**config.mk**
```make
export PLATFORM = sky130hd
export DESIGN_NAME = rice_core_branch_resolver
export DESIGN_NICKNAME = d
export VERILOG_FILES = /design/src/rtl/rice_core_branch_resolver.sv
export SDC_FILE = /design/constraint.sdc
export NUM_CORES = 1
export LEC_CHECK = 0
export BUFFER_PORTS_ARGS = -buffer_cell sky130_fd_sc_hd__buf_2
export CELL_PAD_IN_SITES_DETAIL_PLACEMENT = 1
export CELL_PAD_IN_SITES_GLOBAL_PLACEMENT = 1
export CORE_MARGIN = 5
export CORE_UTILIZATION = 33
export DETAILED_ROUTE_END_ITERATION = 6
export HOLD_SLACK_MARGIN = 0.08
export PLACE_DENSITY_LB_ADDON = 0.1
export SYNTH_ARGS = -nofsm -noshare
export SYNTH_HDL_FRONTEND = slang
export SYNTH_SLANG_ARGS = --single-unit
```
**constraint.sdc**
```tcl
create_clock -name i_clk -period 2.4 [get_ports i_clk]
set_input_delay 0.36 -clock i_clk [delete_from_list [all_inputs] [get_ports i_clk]]
set_output_delay 0.36 -clock i_clk [all_outputs]
set_load 0.03 [all_outputs]
```
**src/rtl/rice_core_branch_resolver.sv**
```systemverilog
// Execute-stage branch resolver: compares the actual outcome against the fetch prediction, trains the predictor and issues flush/redirect.
// Optional statistics counters are enabled by defining RICE_CORE_BRU_STATS_EN.
module rice_core_branch_resolver #(
  parameter int XLEN         = 32,
  parameter int FLUSH_CYCLES = 2
) (
  input  logic                i_clk,
  input  logic                i_rst_n,
  input  logic                i_valid,
  output logic                o_ready,
  input  logic                i_stall,
  input  logic [XLEN-1:0]     i_pc,
  input  logic [1:0]          i_kind,
  input  logic                i_cond_taken,
  input  logic [XLEN-1:0]     i_target_pc,
  input  logic                i_bp_taken,
  input  logic [XLEN-1:0]     i_bp_target_pc,
  output logic [2*XLEN+3:0]   o_branch_result,
  output logic                o_flush,
  output logic [XLEN-1:0]     o_redirect_pc
`ifdef RICE_CORE_BRU_STATS_EN
  ,
  output logic [31:0]         o_branch_count,
  output logic [31:0]         o_mispredict_count
`endif
);

  // state | meaning
  // RUN   | resolving accepted instructions, one result per accept
  // FLUSH | draining wrong-path instructions for FLUSH_CYCLES cycles
  typedef enum logic {
    RUN   = 1'b0,
    FLUSH = 1'b1
  } state_t;

  typedef struct packed {
    logic            taken;
    logic            not_taken;
    logic [1:0]      misprediction;
    logic [XLEN-1:0] pc;
    logic [XLEN-1:0] target_pc;
  } branch_result_t;

  localparam logic [1:0] KIND_NONE = 2'd0;
  localparam logic [1:0] KIND_COND = 2'd1;
  localparam logic [1:0] KIND_JAL  = 2'd2;
  localparam logic [1:0] KIND_JALR = 2'd3;

  localparam logic [3:0] DRAIN_LOAD = 4'(FLUSH_CYCLES);

  state_t          state;
  logic [3:0]      drain_cnt;

  logic            act;
  logic [XLEN-1:0] tgt;
  logic [XLEN-1:0] ft;
  logic            dir_miss;
  logic            tgt_miss;
  logic            any_miss;
  logic            accept_run;
  branch_result_t  res_next;

  assign o_ready = !i_stall || (state == FLUSH);

  always_comb begin
    act = 1'b0;
    case (i_kind)
      KIND_COND: act = i_cond_taken;
      KIND_JAL:  act = 1'b1;
      KIND_JALR: act = 1'b1;
      default:   act = 1'b0;
    endcase

    tgt = i_target_pc;
    if (i_kind == KIND_JALR) tgt[0] = 1'b0;

    // Fall-through wraps naturally at the top of the address space.
    ft = i_pc + XLEN'(4);

    dir_miss   = (i_bp_taken != act);
    tgt_miss   = i_bp_taken && act && (i_bp_target_pc != tgt);
    any_miss   = dir_miss || tgt_miss;
    accept_run = i_valid && o_ready && (state == RUN);

    res_next               = '0;
    res_next.taken         = act && (i_kind != KIND_NONE);
    res_next.not_taken     = (i_kind == KIND_COND) && !act;
    res_next.misprediction = {tgt_miss, dir_miss};
    res_next.pc            = i_pc;
    res_next.target_pc     = tgt;
  end

  always_ff @(posedge i_clk) begin
    if (!i_rst_n) begin
      state           <= RUN;
      drain_cnt       <= '0;
      o_branch_result <= '0;
      o_flush         <= 1'b0;
      o_redirect_pc   <= '0;
    end else begin
      // Result, flush and redirect are single-cycle pulses unless reloaded below.
      o_branch_result <= '0;
      o_flush         <= 1'b0;
      o_redirect_pc   <= '0;
      case (state)
        RUN: begin
          if (accept_run) begin
            o_branch_result <= res_next;
            if (any_miss) begin
              o_flush       <= 1'b1;
              o_redirect_pc <= act ? tgt : ft;
              drain_cnt     <= DRAIN_LOAD;
              state         <= FLUSH;
            end
          end
        end
        FLUSH: begin
          drain_cnt <= drain_cnt - 4'd1;
          if (drain_cnt <= 4'd1) state <= RUN;
        end
        default: state <= RUN;
      endcase
    end
  end

`ifdef RICE_CORE_BRU_STATS_EN
  always_ff @(posedge i_clk) begin
    if (!i_rst_n) begin
      o_branch_count     <= '0;
      o_mispredict_count <= '0;
    end else begin
      if (accept_run && (i_kind != KIND_NONE) && (o_branch_count != 32'hFFFF_FFFF))
        o_branch_count <= o_branch_count + 32'd1;
      if (accept_run && any_miss && (o_mispredict_count != 32'hFFFF_FFFF))
        o_mispredict_count <= o_mispredict_count + 32'd1;
    end
  end
`endif

endmodule
```
* Yosys cells after proc, flatten, opt, wreduce, memory -nomap -nowiden *
Index checks and enable logic that the tools add are counted.

word-level totals
  flip-flop bits (word level) = 106
  input bits = 104
  output and inout bits = 102
  logic and storage cells = 45

operators by class
  mux-type cells = 10
  magnitude comparators = 1
  bitwise logic cells = 4
  add/sub/neg operators = 2
  reduce and logical (&&, ||, !) cells = 16
  equality and inequality tests = 7

operators with widths
  kind                                                                    number
  32-bit by 3-bit adder with 32-bit output (second input constant)        1
  32-bit two-way mux                                                      1
  32-bit inequality test                                                  1
  4-bit two-way mux                                                       2
  4-bit case mux with 2 select lines                                      1
  1-bit logical AND                                                       6
  2-bit equality test (second input constant)                             2
  4-bit by 1-bit <= comparator with 1-bit output (second input constant)  1
  1-bit two-way mux                                                       4
  2-bit inequality test (second input constant)                           2
  1-bit NOT                                                               4
  1-bit case mux with 2 select lines                                      2
  2-bit OR reduction                                                      2
  4-bit OR reduction                                                      1
  4-bit by 1-bit subtractor with 4-bit output (second input constant)     1
  3-bit OR reduction                                                      1
  2-bit by 1-bit equality test with 1-bit output (second input constant)  1
  1-bit logical NOT                                                       2
  1-bit logical OR                                                        2
  2-bit AND reduction                                                     1
  2-bit nonzero test                                                      1
  1-bit inequality test                                                   1

* Depth between registers and ports, before layout *
Gate-level depths: netlist of run 1.

  depth after elaboration = 9
  mapped depth = 8
  depth with buffers taken out = 7

* Worst setup path after synthesis of run 1 *
OpenSTA, ideal clock, no wires.

  path type = in2reg
  start point = input i_cond_taken
  end point = register o_redirect_pc[12]
  path buffers = 1
  library setup time = 0.137 ns
  stages on the path = 8
  setup slack = 0.561 ns
  data required time = 2.263 ns
  arrival time = 1.702 ns
  cell sequence = a21oi_2 inv_1 ha_1 nor2_1 nor2_1 o21ai_2 buf_2 a211oi_1

on the way
  elaborated cells on any way between the ends = 8
  those cells by class = eq/ne (1); mux (2); bitwise (1); reduce/logical (4)

RTL lines
  item                                line  source
  start: declaration                  14    input logic i_cond_taken,
  1-bit case mux with 2 select lines  67    case (i_kind)
  1-bit inequality test               80    dir_miss = (i_bp_taken != act);
  named net dir_miss                  57    logic dir_miss;
  1-bit logical OR                    82    any_miss = dir_miss || tgt_miss;
  1-bit NOT (no line)                 --
  4-bit OR reduction (no line)        --
  end signal: assignment              111   o_redirect_pc <= act ? tgt : ft;
  end: declaration                    20    output logic [XLEN-1:0] o_redirect_pc

The timed path passes the listed nets, and every way through them passes these cells.
A chain may end at the register's enable or synchronous reset.

* Worst setup path in the final report of run 1 *
  start point = input i_target_pc[5]
  end point = register o_redirect_pc[10]

on the way
  longest elaborated chain between the ends = 5

RTL lines
  item                          line  source
  start: declaration            15    input logic [XLEN-1:0] i_target_pc,
  32-bit inequality test        81    tgt_miss = i_bp_taken && act && (i_bp_target_pc != tgt);
  1-bit logical AND             81
  1-bit logical OR              82
  1-bit NOT (no line)           --
  4-bit OR reduction (no line)  --

Every way passes these cells.

==> out/results.ini, run 1 <==
[run_status]
outcome=complete, no violations

[place]
routabilityCongestion=0.744
placement.io_buffers=205
detailed_place_hpwl_mm=11.4
placement.cell_area_um2=5370
preCtsSetupSlack_ps=217

[drt]
via_cell_ratio=4.73
drt_iter0_drc=143
detailedRoute.firstPassIterationCount=4
ant_nets=0
drc=0
drt_wl_total_mm=14.4
vias=3768
post_drt_wl_per_cell_um=18.1

[global_routing]
number_of_antenna_violations_at_the_first_check_in_global_routing=2
grt_pass1_wl_mm=22.1
remaining_overflow_grt=0
grt.total_usage_pct=19.5
grt_max_degree=69
via_count_of_the_first_global_routing_pass=4056

[final_layout]
layout_cell_share_with_drive_strength_beyond_1_pct=38.2
synthToLayoutAreaGrowth_pct=36.3
antennaDiodeCount=0
stdcell_area_um2=5690
design.final.nets=728

[logic_synthesis]
yosys-top-cells-area=sky130_fd_sc_hd__dfxtp_1 (51%), sky130_fd_sc_hd__and3_1 (10%), sky130_fd_sc_hd__xnor2_1 (8.0%)
synth.net_count=532
synth_edf_count=0
yosys_most_used_dff=sky130_fd_sc_hd__dfxtp_1
post-synth-top-count-cell=sky130_fd_sc_hd__dfxtp_1
synth_warnings=0
synth_area_um2=4180
synth.top_cell.area_share_pct=50.8
postSynth.asyncResetShare_pct=0
post_synth_most_frequent_cells=sky130_fd_sc_hd__dfxtp_1 (106), sky130_fd_sc_hd__and3_1 (70), sky130_fd_sc_hd__nor2_1 (43), sky130_fd_sc_hd__xnor2_1 (38), sky130_fd_sc_hd__a211oi_1 (25)
post_synth.cell_area_avg_um2=9.85
synth_area_leader=sky130_fd_sc_hd__dfxtp_1
post_synth_num_cell_types=38
netlist_instances=424
ys_seq_elements=106
fraction_of_the_yosys_area_taken_by_sequential_cells_pct=50.8

[setup_path]
worst_path_dominant_cell_family=simple AND/OR/NAND/NOR gates
path_class=in -> reg
worst_r2r_startpoint=state$_SDFF_PN0_
setup.reg_to_reg.worst_slack_ps=890
max_stage_delay_ps=320
timing.critical_path.from_type=input port
critical_path.most_common_cell=sky130_fd_sc_hd__nand3_1
arrival_ps=2000
path_max_fanout=21
path_cells=buf_2, xnor2_1, nand3_1, nor4_1, nand3_1, o21ai_4, buf_12, a211oi_1
crit_path_top_delay_cell=sky130_fd_sc_hd__nor4_1
setup.worst_path.end_class=flop
cp_num_buf_inv=2
critPathLaunch=i_target_pc[5]
required_ps=2590

[pwr]
ratio_of_total_power_to_cell_area_nw_per_um2=699
total_power_mw=3.97
maximum_ir_drop_on_the_vdd_rail_mv=0.269
power.static_leakage_nw=2.88

[floorplanning]
boundaryPins=206
core_region_area_um2=12500
total_die_area_um2=15000
die_h_um=122
die_width_um=122
initial_utilization_pct=33.4
placementRows=41

[timing]
worst_slew_pin_slew_ps=640
maxSlewViolCount=0
min_period_over_period_pct=75.4
worst_slack_ps=591
period_needed_ps=1810
max_clock_freq_mhz=553
setup_violations=0
slew_headroom_pct=57.3
rsz0062_at_grt=no
final_hold_viol_count=0
finalSetupTns_ps=0
final.setup_skew_ps=5.87
holdWs_ps=268

[min_path]
worst_hold_startpoint=i_pc[0]
worst_hold_path_class=in -> reg

[clock_network]
post_cts_hold_buffer_count=0
cts_resized=0
cts_num_sinks=106
cts_tree=done
clock_insertion_delay_worst_skew_ps=350
clock_tree.buffer_depth=2
post_cts_buffers=0
number_of_buffers_created_by_cts=9
clkTransAtPathRegs_ps=70
number_of_h_tree_levels=3
ctsRootBufferMaster=sky130_fd_sc_hd__clkbuf_16

[flow_run]
drv.max_cap_violation_count=0

## kinds of logic after synthesis
| kind of cell | Yosys count | synth area share, % |
|---|---|---|
| AND/OR/NAND/NOR | 179 | 23.5 |
| flip-flops | 106 | 50.8 |
| XOR/XNOR | 61 | 12.8 |
| AO/OA/AOI/OAI | 43 | 7.91 |
| buffers and inverters | 31 | 3.75 |
| adder cells (fa/ha/maj) | 4 | 1.20 |
## state kept, by name (all words and copies together), names as in the netlist
register,flops
o_flush,1
drain_cnt,4
state,1
o_redirect_pc,32
o_branch_result,68
## where the power goes
part	internal, mW	leakage [nW]	switching, mW	total [mW]
clock network	0.925	0.156	0.635	1.56
registers	1.81	0.861	0.0205	1.83
logic	0.210	1.86	0.370	0.580
total	2.95	2.88	1.03	3.97
## worst paths after layout
path,end,depth (start not counted)
setup / recovery,o_redirect_pc[10]$_SDFF_PP0_,8
hold / removal,o_branch_result[32]$_SDFF_PP0_,2
setup reg to reg,o_branch_result[66]$_SDFF_PP0_,4
hold reg to reg,drain_cnt[1]$_SDFFE_PN0P_,2
## layer usage
layer	routed length (um)	up-vias	part of all wire, %	track usage, %
met2	6830	129	47	32.1
li1	-	1864	-	-
met5	32	-	0.22	0
met4	252	4	1.7	7.07
met1	6140	1750	42	24.0
met3	1190	21	8.2	6.18
## final cells by class
class | instances | area [um2]
clock buffers | 15 | 288
clock inverters | 1 | 30.0
fillers | 1533 | 6830
inverters | 5 | 18.8
multi-input cells | 287 | 1920
flip-flops and latches | 106 | 2120
well taps | 172 | 215
repair buffers | 211 | 1100
## cell usage in the layout, fill, tap and decap left out, types with 3 or more instances in the layout
master                      instances
sky130_fd_sc_hd__clkbuf_8           4
sky130_fd_sc_hd__nand3_1           16
sky130_fd_sc_hd__dfxtp_1          106
sky130_fd_sc_hd__buf_4              4
sky130_fd_sc_hd__and3_1            70
sky130_fd_sc_hd__nor3_1             3
sky130_fd_sc_hd__a21oi_1            4
sky130_fd_sc_hd__a211oi_1          25
sky130_fd_sc_hd__inv_1              5
sky130_fd_sc_hd__buf_2            205
sky130_fd_sc_hd__a211oi_2           3
sky130_fd_sc_hd__nor2_1            42
sky130_fd_sc_hd__and3_2             3
sky130_fd_sc_hd__nand2_1           21
sky130_fd_sc_hd__xnor2_1           38
sky130_fd_sc_hd__xor2_1            23
sky130_fd_sc_hd__clkbuf_16          9
sky130_fd_sc_hd__ha_1               4
sky130_fd_sc_hd__nand4_1           12
## through the flow
step / instances / utilization [%]
6_report: 797 / 45.5
5_1_grt: 797 / 45.5
4_1_cts: 797 / 45.5
3_5_place_dp: 781 / 42.9
3_3_place_gp: 781 / 42.9
2_1_floorplan: 424 / -
Power figures use the tool's default switching activity.
==> run 2: changes to the inputs <==
- clock period: 2.4 -> 1.9 ns (I/O delays scaled with it)
==> out/results.ini, run 2 (synthesis gave the netlist of run 1 again) <==
[run_status]
outcome=complete, no violations

[timing]
max_clock_freq_mhz=575
slew_headroom_pct=57.6
finalSetupTns_ps=0
worst_slack_ps=161
rsz0062_at_grt=no
final_hold_viol_count=0
period_needed_ps=1740
min_period_over_period_pct=91.5
setup_violations=0
worst_slew_pin_slew_ps=636
final.setup_skew_ps=6.72
maxSlewViolCount=0

[drt]
via_cell_ratio=4.72
detailedRoute.firstPassIterationCount=4
ant_nets=0
post_drt_wl_per_cell_um=17.9
drc=0
vias=3848
drt_wl_total_mm=14.6
drt_iter0_drc=152

[final_layout]
multiInputGateArea_um2=1950
largest_register=o_branch_result
largest_register_ffs=68
mostFrequentLayoutCells=sky130_fd_sc_hd__buf_2 (205), sky130_fd_sc_hd__dfxtp_1 (106), sky130_fd_sc_hd__and3_1 (70)
synthToLayoutAreaGrowth_pct=40.1
nFillCells=1524
design.final.nets=747
top_regs=o_branch_result: 68 flops, o_redirect_pc: 32 flops, drain_cnt: 4 flops
layout_cell_share_with_drive_strength_beyond_1_pct=40.7
seqCellArea_um2=2120
antennaDiodeCount=0
finished_layout_cells=816
layout_commonest_cell=sky130_fd_sc_hd__buf_2

[clock_network]
ctsRootBufferMaster=sky130_fd_sc_hd__clkbuf_16
post_cts_hold_buffer_count=0
number_of_buffers_created_by_cts=9
clock_tree.buffer_depth=2
cts_tree=done
clock_insertion_delay_worst_skew_ps=350
number_of_h_tree_levels=3
cts_num_sinks=106
clkTransAtPathRegs_ps=70
post_cts_buffers=0

[pwr]
power_switching_mw=1.34
switching_share_pct=27.1
maximum_ir_drop_on_the_vdd_rail_mv=0.344
ratio_of_total_power_to_cell_area_nw_per_um2=846
power.static_leakage_nw=2.98
p_int_mw=3.61
total_power_mw=4.95
p_clk_share_pct=37.5
sequentialPowerShare_pct=46.8
combinationalPowerShare_pct=15.7

[floorplanning]
die_h_um=122
core_region_area_um2=12500
initial_utilization_pct=33.4
placementRows=41
die_width_um=122
total_die_area_um2=15000
boundaryPins=206

[global_routing]
grt.total_usage_pct=19.7
grt_max_degree=69
grt_pass1_wl_mm=22.4
via_count_of_the_first_global_routing_pass=4118
remaining_overflow_grt=0
number_of_antenna_violations_at_the_first_check_in_global_routing=1

[setup_path]
regToRegEndpoint=o_redirect_pc[17]$_SDFF_PP0_
setup.worst_path.end_class=flop
worstRegToRegCells=6
path_class=in -> reg
arrival_ps=1930
worst_r2r_startpoint=state$_SDFF_PN0_
setup.reg_to_reg.worst_slack_ps=440
timing.critical_path.from_type=input port
path_max_fanout=21
required_ps=2100

[min_path]
worst_hold_startpoint=i_pc[1]
min_to=o_redirect_pc[1]$_SDFF_PP0_
hold_path_depth=3
worst_hold_path_class=in -> reg

[place]
post-place-cells=800
detailed_place_hpwl_mm=11.6
placement.io_buffers=205
preCtsSetupSlack_ps=-481
routabilityCongestion=0.766

[flow_run]
drv.max_cap_violation_count=0

## run 2: changes by cell type in the layout (fill, tap and decap cells not counted), sizes merged
cell,delta
buf,+19
clkinv,+2
clkinvlp,+2
clkbuf,-4
## run 2: layer usage
| metal | wire, um | vias up | global-route usage, % |
|---|---|---|---|
| met5 | 7 | - | 0 |
| met4 | 259 | 2 | 7.56 |
| met3 | 1250 | 17 | 6.18 |
| met2 | 6930 | 127 | 32.7 |
| met1 | 6190 | 1802 | 23.8 |
| li1 | - | 1900 | - |
## run 2: stage by stage
stage	hold slack, ps	cell area (um2)	util [%]
after floorplan	419	4180	-
after global placement	525	5530	44.2
after detailed placement	533	5530	44.2
after CTS	171	5820	46.5
after global routing	187	5850	46.7
final	178	5850	46.7
## run 2: worst max path at each step
stage | start | end | slack, ps | cells after the start
5_1_grt | i_target_pc[29] | o_redirect_pc[8]$_SDFF_PP0_ | 40 | 8
3_5_place_dp | i_target_pc[2] | o_redirect_pc[17]$_SDFF_PP0_ | -480 | 8
2_1_floorplan | i_cond_taken | o_redirect_pc[12]$_SDFF_PP0_ | 140 | 8
4_1_cts | i_target_pc[2] | o_redirect_pc[17]$_SDFF_PP0_ | 10 | 8
3_3_place_gp | i_target_pc[2] | o_redirect_pc[17]$_SDFF_PP0_ | -450 | 8
6_report | i_target_pc[3] | o_redirect_pc[17]$_SDFF_PP0_ | 160 | 8
## run 2: cell type report
class	count	share of cell area (%)
well taps	172	3.68
repair buffers	230	21.4
inverters	5	0.321
multi-input cells	287	33.4
clock inverters	5	0.941
clock buffers	11	3.98
flip-flops and latches	106	36.3
## run 2: repair_timing
action	in CTS	in global routing
gates resized for setup	1	4
gates cloned	0	0
setup endpoints to repair	34	32
## run 2: worst max-delay path: stages
cell	delay [ps]
sky130_fd_sc_hd__buf_2	120
sky130_fd_sc_hd__xnor2_1	270
sky130_fd_sc_hd__nand4_1	240
sky130_fd_sc_hd__nor4_4	350
sky130_fd_sc_hd__nand3_2	170
sky130_fd_sc_hd__o21ai_4	230
sky130_fd_sc_hd__buf_12	190
sky130_fd_sc_hd__a211oi_1	60
## run 2: power groups by stage
| stage | sequential, mW | clock, mW | combinational (mW) |
|---|---|---|---|
| global route | 2.33 | 1.99 | 0.849 |
| detailed placement | 2.37 | 0 | 0.779 |
| finish | 2.32 | 1.86 | 0.776 |
| CTS | 2.32 | 1.90 | 0.783 |
| global placement | 2.37 | 0 | 0.763 |
| floorplan | 2.49 | 0 | 0.285 |
==> run 3: changes to the inputs <==
- REMOVE_ABC_BUFFERS: default -> 1
==> out/results.ini, run 3 (synthesis gave the netlist of run 1 again) <==
[clock_network]
post_cts_hold_buffer_count=0
cts_tree=done
cts_num_sinks=106
clkTransAtPathRegs_ps=70
clock_tree.buffer_depth=2
clock_insertion_delay_worst_skew_ps=340
number_of_h_tree_levels=3
number_of_buffers_created_by_cts=9
ctsRootBufferMaster=sky130_fd_sc_hd__clkbuf_16

[place]
placement.io_buffers=205
detailed_place_hpwl_mm=11.2
routabilityCongestion=0.775

[final_layout]
layout_cell_share_with_drive_strength_beyond_1_pct=41.0
synthToLayoutAreaGrowth_pct=41.3
antennaDiodeCount=0
mostFrequentLayoutCells=sky130_fd_sc_hd__buf_2 (205), sky130_fd_sc_hd__dfxtp_1 (106), sky130_fd_sc_hd__and3_1 (70)
top_regs=o_branch_result: 68 flops, o_redirect_pc: 32 flops, drain_cnt: 4 flops
largest_register_ffs=68
layout_commonest_cell=sky130_fd_sc_hd__buf_2
design.final.nets=750
largest_register=o_branch_result

[setup_path]
timing.critical_path.from_type=input port
path_cells=buf_2, xnor2_1, nand4_1, nor4_2, nand3_1, buf_4, nor3_2, o221a_2
worstRegToRegCells=6
max_stage_delay_ps=300
required_ps=2190
arrival_ps=1970
cp_num_buf_inv=2
path_depth=8
path_max_fanout=3
worst_r2r_startpoint=state$_SDFF_PN0_
setup.reg_to_reg.worst_slack_ps=360
path_class=in -> reg
setup.worst_path.end_class=flop
regToRegEndpoint=o_redirect_pc[5]$_SDFF_PP0_
worst_path_dominant_cell_family=simple AND/OR/NAND/NOR gates
crit_path_top_delay_cell=sky130_fd_sc_hd__xnor2_1
crit_end=drain_cnt[0]$_SDFFE_PN0P_
critPathLaunch=i_target_pc[1]

[flow_run]
drv.max_cap_violation_count=0

[pwr]
maximum_ir_drop_on_the_vdd_rail_mv=0.391
total_power_mw=5.16
ratio_of_total_power_to_cell_area_nw_per_um2=875
power.static_leakage_nw=3.00

[drt]
drt_iter0_drc=129
post_drt_wl_per_cell_um=17.5
drt_wl_total_mm=14.3
vias=3879
detailedRoute.firstPassIterationCount=4
ant_nets=0
via_cell_ratio=4.74
drc=0

[min_path]
hold_path_depth=2
worst_hold_path_class=in -> reg

[floorplanning]
boundaryPins=206
initial_utilization_pct=33.4
total_die_area_um2=15000
core_region_area_um2=12500
die_h_um=122
placementRows=41
die_width_um=122

[timing]
rsz0062_at_grt=no
holdWs_ps=189
maxSlewViolCount=0
period_needed_ps=1680
final.setup_skew_ps=5.28
final_hold_viol_count=0
setup_violations=0
max_clock_freq_mhz=594
min_period_over_period_pct=88.6
worst_slew_pin_slew_ps=642
slew_headroom_pct=57.2

[global_routing]
grt_max_degree=69
via_count_of_the_first_global_routing_pass=4172
remaining_overflow_grt=0
grt.total_usage_pct=19.1
number_of_antenna_violations_at_the_first_check_in_global_routing=0
grt_pass1_wl_mm=21.9

[run_status]
outcome=complete, no violations

run 3: cell count changes in the layout (fill, tap and decap cells not counted), moves of 2 or more:
cell | before | now
sky130_fd_sc_hd__buf_4 | 22 | 25
sky130_fd_sc_hd__xnor2_1 | 36 | 38
sky130_fd_sc_hd__clkbuf_8 | 0 | 3
sky130_fd_sc_hd__clkbuf_1 | 2 | 0
sky130_fd_sc_hd__xnor2_2 | 2 | 0
run 3: worst min-delay path by stage:
| stage | to | slack [ps] | startpoint |
|---|---|---|---|
| 2_1_floorplan | drain_cnt[3]$_SDFFE_PN0P_ | 410 | i_rst_n |
| 3_3_place_gp | drain_cnt[2]$_SDFFE_PN0P_ | 530 | drain_cnt[2]$_SDFFE_PN0P_ |
| 3_5_place_dp | o_branch_result[33]$_SDFF_PP0_ | 540 | i_pc[1] |
| 4_1_cts | o_branch_result[33]$_SDFF_PP0_ | 180 | i_pc[1] |
| 5_1_grt | o_branch_result[32]$_SDFF_PP0_ | 190 | i_pc[0] |
| 6_report | o_branch_result[32]$_SDFF_PP0_ | 190 | i_pc[0] |
run 3: stage by stage:
| step | cell area, um2 | setup TNS [ps] | util (%) | setup slack, ps | cells |
|---|---|---|---|---|---|
| 6_report | 5900 | 0 | 47.1 | 216 | 819 |
| 5_1_grt | 5900 | 0 | 47.1 | 127 | 819 |
| 4_1_cts | 5880 | 0 | 47.0 | 123 | 818 |
| 3_5_place_dp | 5540 | -6920 | 44.3 | -229 | 802 |
| 3_3_place_gp | 5540 | -5420 | 44.3 | -160 | 802 |
| 2_1_floorplan | 4040 | -79800 | - | -1590 | 398 |
run 3: power breakdown:
part           internal [mW]  switching [mW]  total [mW]
sequential              2.29          0.0282        2.32
clock                   1.26           0.819        2.08
combinational          0.296           0.469       0.765
total                   3.85            1.32        5.16
run 3: area by class of cell:
class	instances	area (um2)
fill	1536	6620
sequential	106	2120
multi-input combinational	287	1930
timing repair buffer	233	1270
clock buffer	12	267
tap	172	215
clock inverter	4	72.6
inverter	5	18.8
run 3: routing by layer:
metal	wire length, um	global-route usage (%)	vias to the layer above
li1	-	-	1908
met1	6080	23.5	1842
met2	7100	33.0	118
met3	975	4.79	11
met4	185	5.67	0
met5	0	0	-
run 3: worst register-to-register path: cells and delay by family, from the launching register on:
family,cells,cell delay (ps)
flops,1,440
simple gates,3,540
compound gates,2,310
buf+inv,1,170
run 3: timing repair:
item,4_1_cts,5_1_grt
buffers inserted,0,1
gates resized for setup,0,2
endpoints found under the setup margin,0,37
